===== config.mk =====
export PLATFORM = sky130hd
export DESIGN_NAME = stopwatch_ctrl
export DESIGN_NICKNAME = d
export VERILOG_FILES = /design/src/rtl/stopwatch_ctrl.sv
export SDC_FILE = /design/constraint.sdc
export NUM_CORES = 1
export LEC_CHECK = 0
export CAP_MARGIN = 25
export CORE_ASPECT_RATIO = 0.5
export CORE_MARGIN = 4
export CORE_UTILIZATION = 53
export CTS_CLUSTER_DIAMETER = 120
export DETAILED_ROUTE_END_ITERATION = 6
export PLACE_DENSITY = 0.75
export SETUP_SLACK_MARGIN = 0.05
export SLEW_MARGIN = 40
export SYNTH_ARGS = -nofsm -noshare
export SYNTH_HDL_FRONTEND = slang
export SYNTH_SLANG_ARGS = --single-unit
export TNS_END_PERCENT = 30

===== constraint.sdc =====
create_clock -name wt_clk -period 1.9 [get_ports wt_clk]
set_input_delay 0.38 -clock wt_clk [delete_from_list [all_inputs] [get_ports wt_clk]]
set_output_delay 0.38 -clock wt_clk [all_outputs]
set_load 0.005 [all_outputs]

===== src/rtl/stopwatch_ctrl.sv =====
// Button conditioning, clock-mode sequencing and stopwatch start/pause/clear FSM.
// Optional lap-freeze feature is enabled by defining STOPWATCH_LAP_EN.
module stopwatch_ctrl #(
  parameter int DB_CYCLES = 4
) (
  input  logic       wt_clk,
  input  logic       rst,
  input  logic [3:0] btn_raw,
  output logic [1:0] st,
  output logic [3:0] sw_btn,
  output logic       sw_running,
  output logic       lap_hold
);
`ifdef STOPWATCH_LAP_EN
  localparam int NB = 4;
`else
  localparam int NB = 3;
`endif
  localparam int GUARD = DB_CYCLES + 3;

  typedef enum logic [1:0] {S_IDLE, S_RUN, S_PAUSE, S_CLEAR} state_t;

  logic [NB-1:0] r_sync1, r_sync2, r_db, r_db_q, r_evt, w_rise;
  logic [7:0]    r_cnt [NB];
  logic [8:0]    r_gcnt;
  logic          w_armed;

  state_t        r_state, w_next;
  logic [1:0]    r_st;
  logic [3:0]    r_sw_btn, w_sw_btn;
  logic          r_running;
  logic          w_mode, w_act, w_clr, w_start;

  always_ff @(posedge wt_clk) begin
    if (rst) begin
      r_sync1 <= '0;
      r_sync2 <= '0;
      r_db    <= '0;
      r_db_q  <= '0;
      r_evt   <= '0;
      for (int i = 0; i < NB; i++) r_cnt[i] <= '0;
    end else begin
      r_sync1 <= btn_raw[NB-1:0];
      r_sync2 <= r_sync1;
      r_db_q  <= r_db;
      r_evt   <= w_rise;
      for (int i = 0; i < NB; i++) begin
        if (r_sync2[i] == r_db[i]) begin
          r_cnt[i] <= '0;
        end else if (r_cnt[i] == 8'(DB_CYCLES - 1)) begin
          r_cnt[i] <= '0;
          r_db[i]  <= r_sync2[i];
        end else begin
          r_cnt[i] <= r_cnt[i] + 8'd1;
        end
      end
    end
  end

  // A button held through reset re-qualifies high inside this window; mask that edge.
  always_ff @(posedge wt_clk) begin
    if (rst)           r_gcnt <= '0;
    else if (!w_armed) r_gcnt <= r_gcnt + 9'd1;
  end

  assign w_armed = (r_gcnt == 9'(GUARD));
  assign w_rise  = r_db & ~r_db_q & {NB{w_armed}};

  assign w_mode  = r_evt[0];
  assign w_act   = !w_mode && (r_st == 2'b01);
  assign w_clr   = w_act & r_evt[1];
  assign w_start = w_act & r_evt[2];

  always_comb begin
    w_next = r_state;
    case (r_state)
      S_IDLE:  if (w_clr) w_next = S_CLEAR; else if (w_start) w_next = S_RUN;
      S_RUN:   if (w_start) w_next = S_PAUSE;
      S_PAUSE: if (w_clr) w_next = S_CLEAR; else if (w_start) w_next = S_RUN;
      S_CLEAR: w_next = S_IDLE;
      default: w_next = S_IDLE;
    endcase
    w_sw_btn = 4'b0000;
    case (w_next)
      S_RUN:   w_sw_btn = 4'b1000;
      S_PAUSE: w_sw_btn = 4'b0100;
      S_CLEAR: w_sw_btn = 4'b0010;
      default: w_sw_btn = 4'b0000;
    endcase
  end

  always_ff @(posedge wt_clk) begin
    if (rst) begin
      r_state   <= S_IDLE;
      r_st      <= 2'b00;
      r_sw_btn  <= 4'b0000;
      r_running <= 1'b0;
    end else begin
      r_state   <= w_next;
      r_st      <= r_st + {1'b0, w_mode};
      r_sw_btn  <= w_sw_btn;
      r_running <= (w_next == S_RUN);
    end
  end

  assign st         = r_st;
  assign sw_btn     = r_sw_btn;
  assign sw_running = r_running;

`ifdef STOPWATCH_LAP_EN
  logic r_lap, w_lap_next, w_lap;

  assign w_lap = w_act & r_evt[3];

  always_comb begin
    w_lap_next = r_lap;
    if (w_next != S_RUN)                 w_lap_next = 1'b0;
    else if (r_state == S_RUN && w_lap)  w_lap_next = ~r_lap;
  end

  always_ff @(posedge wt_clk) begin
    if (rst) r_lap <= 1'b0;
    else     r_lap <= w_lap_next;
  end

  assign lap_hold = r_lap;
`else
  logic w_unused_lap;
  assign w_unused_lap = btn_raw[3];
  assign lap_hold     = 1'b0;
`endif

endmodule


# After elaboration in Yosys (flattened, before gate mapping)
# Memory sizes are Yosys's and may differ from the RTL's.
# Cells that the tools add are included.
# word_totals
ram_bits,24
memories,1
out_inout_bits,8
elab_cells,105
register_bits,33
# classes
bitwise_logic,17
addsub,5
muxes,49
n_reduce_logical,7
eq_ne,14
# mem_list
name,depth,width,rd,rd_ports_with_merged_regs,wr,line,source
r_cnt,3,8,3,0,3,24,logic [7:0] r_cnt [NB];
# ops
cell,count
2-to-1 mux 8 bit,9
2-to-1 mux 1 bit,35
adder 8 x 1 -> 8 bit (second input constant),3
== test 8 x 2 -> 1 bit (second input constant),3
one-hot mux 4 bit (3 select lines),1
adder 9 x 1 -> 9 bit (second input constant),1
== test 9 x 3 -> 1 bit (second input constant),1
OR 1 bit,9
== test 2 bit (second input constant),4
bitwise AND 3 bit,2
== test 2 x 1 -> 1 bit (second input constant),3
2-to-1 mux 2 bit,3
one-hot mux 2 bit (3 select lines),1
AND reduction 2 bit,3
== test 1 bit,3
NOT 1 bit,3
NOT 3 bit,1
adder 2 x 1 -> 2 bit,1
bitwise AND 1 bit,2
logical NOT 2 bit,1
OR reduction 2 bit,1
logical AND 1 bit,1
logical NOT 1 bit,1

# Logic depth before layout (Yosys ltp)
# logic_depth
depth_word,8
ltp_mapped,4
ltp_nobuf,4

# Worst setup path before layout
# OpenSTA, ideal clock, no wires.
# synth_path
kind,register to register
from,mem r_cnt[2][0]
to,mem r_cnt[2][2] (data pin)
synth_period_minus_slack_ps,1761
setup_slack_ps,139
stages_incl_launch_ff,5
required_time_ps,1631
arrival_time_ps,1492
cell_sequence,edfxtp_1 -> ha_1 -> or4b_1 -> o211ai_1 -> nor2_1
# synth_rtl
item,line
"start, declared",24

==> impl_metrics.json <==
{
  "seq_area_frac_synth_pct": 54.1,
  "critPathLaunchType": "register",
  "avgSynthCellArea_um2": 10.1,
  "hpwlAfterDp_um": 3110,
  "synth.distinct_cells": 38,
  "synth_ff_type": "dfxtp_1",
  "grt_pass1_vias": 1786,
  "grt_max_degree": 33,
  "path_cells": "ha_1 -> or4b_4 -> o211ai_1 -> buf_4 -> nor2_1",
  "synth.area.top_cells": "edfxtp_1 29%, dfxtp_1 25%, or3_1 5.0%",
  "min_period_over_period_pct": 92.9,
  "setup_viol_count_final": 0,
  "min_path_cells": 1,
  "vdd_drop_max_v": 0.000284,
  "tns_ns": 0,
  "die_h_um": 56.4,
  "drc": 0,
  "nets": 304,
  "r2r_slack_ns": 0.14,
  "vias_per_cell": 5.26,
  "cpLargestDelayFamily": "simple AND/OR/NAND/NOR gates",
  "synth_edf_count": 24,
  "dieArea_um2": 5910,
  "area_delta_synth_final_pct": 16.6,
  "outcome": "finished clean",
  "antenna_cells": 0,
  "core_um2": 4470,
  "wirelength_um": 4290,
  "min_from": "r_db_q[2]",
  "placed_cells": 342,
  "hold_class": "register to register",
  "p_leak_nw": 1.05,
  "maxCapViolCount": 0,
  "final_util_pct": 64.8,
  "grt_use_total_pct": 15.7,
  "cp_num_buf_inv": 1,
  "die_x_um": 105,
  "drtIter0Drc": 72,
  "grt_overflow": 0,
  "arrival_ns": 1.83,
  "p_per_area_nw_per_um2": 707,
  "firstDrtPassIters": 4,
  "cp_slowest_cell": "or4b_4",
  "maxClockFrequency_mhz": 567,
  "timing.rr.start": "r_cnt[0][1]",
  "hold_buffers": 0,
  "max_stage_delay_ns": 0.49,
  "final_cells": 351,
  "fp-row-count": 17,
  "pin_count": 14,
  "grt_setup_unrepaired": "true",
  "synth_top_area_share_pct": 29.0,
  "root_buffer": "clkbuf_8",
  "start_util_pct": 55.5,
  "critPathKind": "register to register",
  "worstPathRequired_ns": 1.96,
  "drive_gt1_share_pct": 9.86,
  "whs_endpoint": "r_evt[2]",
  "routedWlPerCell_um": 12.2,
  "async_flop_share_pct": 0,
  "fillers": 379,
  "clk_path_buf_depth": 2,
  "via_count": 1845,
  "synth_area_leader_cell": "edfxtp_1",
  "synthCells": 245,
  "min_period_ns": 1.76,
  "ys_ff_latch": 55,
  "clk_latency_ns": 0.30,
  "antenna_found_initial": 0,
  "setup_slack_ns": 0.136,
  "ys_warn_count": 0,
  "path_clk_slew_ns": 0.09,
  "path_max_fanout": 6,
  "place.gp.congestion": 0.836,
  "clock_sink_count": 55,
  "synth_common_cells": "31 x dfxtp_1, 24 x edfxtp_1, 21 x a21oi_1",
  "synth.most_common_cell": "dfxtp_1",
  "cp-end-kind": "register",
  "power_mw": 2.05,
  "r2r-end": "r_cnt[0][2]",
  "place_worst_setup_slack_ns": 0.128,
  "maxSlewViolCount": 0,
  "numCtsBuffers": 5,
  "htreeDepth": 2,
  "drtAntennaViolNets": 0,
  "port_buffers": 10,
  "hold_viol": 0,
  "skew_ns": 0.00313,
  "reg2reg_depth": 5,
  "grt_pass1_wl_um": 7620,
  "cts_tree": "built",
  "netlist_area_um2": 2480
}
==> registers in the layout (all words and copies together), names as in the netlist <==
name,count
r_cnt,24
r_gcnt,9
r_db,3
r_db_q,3
r_evt,3
r_sync1,3
r_sync2,3
sw_btn,3
r_state,2
st,2
==> layout make-up <==
cell class	instances	area [um^2]	area share, %
well taps	57	71.3	2.46
inverters	10	37.5	1.30
flip-flops and latches	55	1340	46.3
multi-input cells	197	1150	39.9
repair buffers	24	205	7.09
clock buffers	7	80.1	2.77
clock inverters	1	5.00	0.173
==> power breakdown <==
| part | internal [mW] | switching, mW |
|---|---|---|
| combinational | 0.0518 | 0.0620 |
| sequential | 1.27 | 0.0284 |
| clock | 0.274 | 0.364 |
| total | 1.59 | 0.454 |
==> cell families after synthesis <==
| logic type | Yosys count | share of synthesized area, % |
|---|---|---|
| XOR/XNOR | 14 | 4.94 |
| multiplexers | 1 | 0.454 |
| flip-flops | 55 | 54.1 |
| AND/OR/NAND/NOR | 104 | 24.1 |
| buffers and inverters | 17 | 3.08 |
| adder cells (fa/ha/maj) | 5 | 2.52 |
| AO/OA/AOI/OAI | 47 | 10.5 |
| other | 2 | 0.303 |
==> routing by layer <==
layer	GRT usage (%)	wire length, um	up-vias
met1	18.8	2060	856
met5	0	0	-
met3	4.36	195	2
li1	-	-	950
met4	5.05	31	0
met2	27.7	2010	37
==> metrics by stage <==
stage	hold slack [ns]	cell area, um^2
2_1_floorplan	0.374	2570
3_3_place_gp	0.394	2800
3_5_place_dp	0.399	2800
4_1_cts	0.423	2890
5_1_grt	0.443	2890
6_report	0.412	2890
==> worst max-delay path by stage <==
stage,start,end,cells after the start
2_1_floorplan,r_cnt[2][0],r_cnt[2][2],4
3_3_place_gp,r_cnt[0][1],r_cnt[0][6],5
3_5_place_dp,r_cnt[0][1],r_cnt[0][2],5
4_1_cts,r_cnt[0][1],r_cnt[0][2],5
5_1_grt,r_cnt[2][1],r_cnt[2][7],5
6_report,r_cnt[0][1],r_cnt[0][2],5
==> cell usage in the layout (no fill, tap or decap), types with 2 or more instances in the layout <==
master	n
or3b_2	2
edfxtp_1	24
conb_1	26
nor4b_1	3
inv_1	10
ha_1	5
a21oi_1	21
dfxtp_1	31
xor2_1	10
nand2_1	13
clkbuf_8	5
nand4_1	4
nor3_1	3
nand3_1	18
o21ai_0	18
xnor2_1	4
o211ai_1	2
or3_1	20
buf_4	14
nor2_1	19
nor2b_1	13
clkdlybuf4s50_1	10
==> timing repair <==
| action | 4_1_cts | 5_1_grt |
|---|---|---|
| setup endpoints to repair | 0 | 9 |
| resized for setup | 0 | 0 |
| buffers inserted | 0 | 1 |
Power figures use the tool's default switching activity.
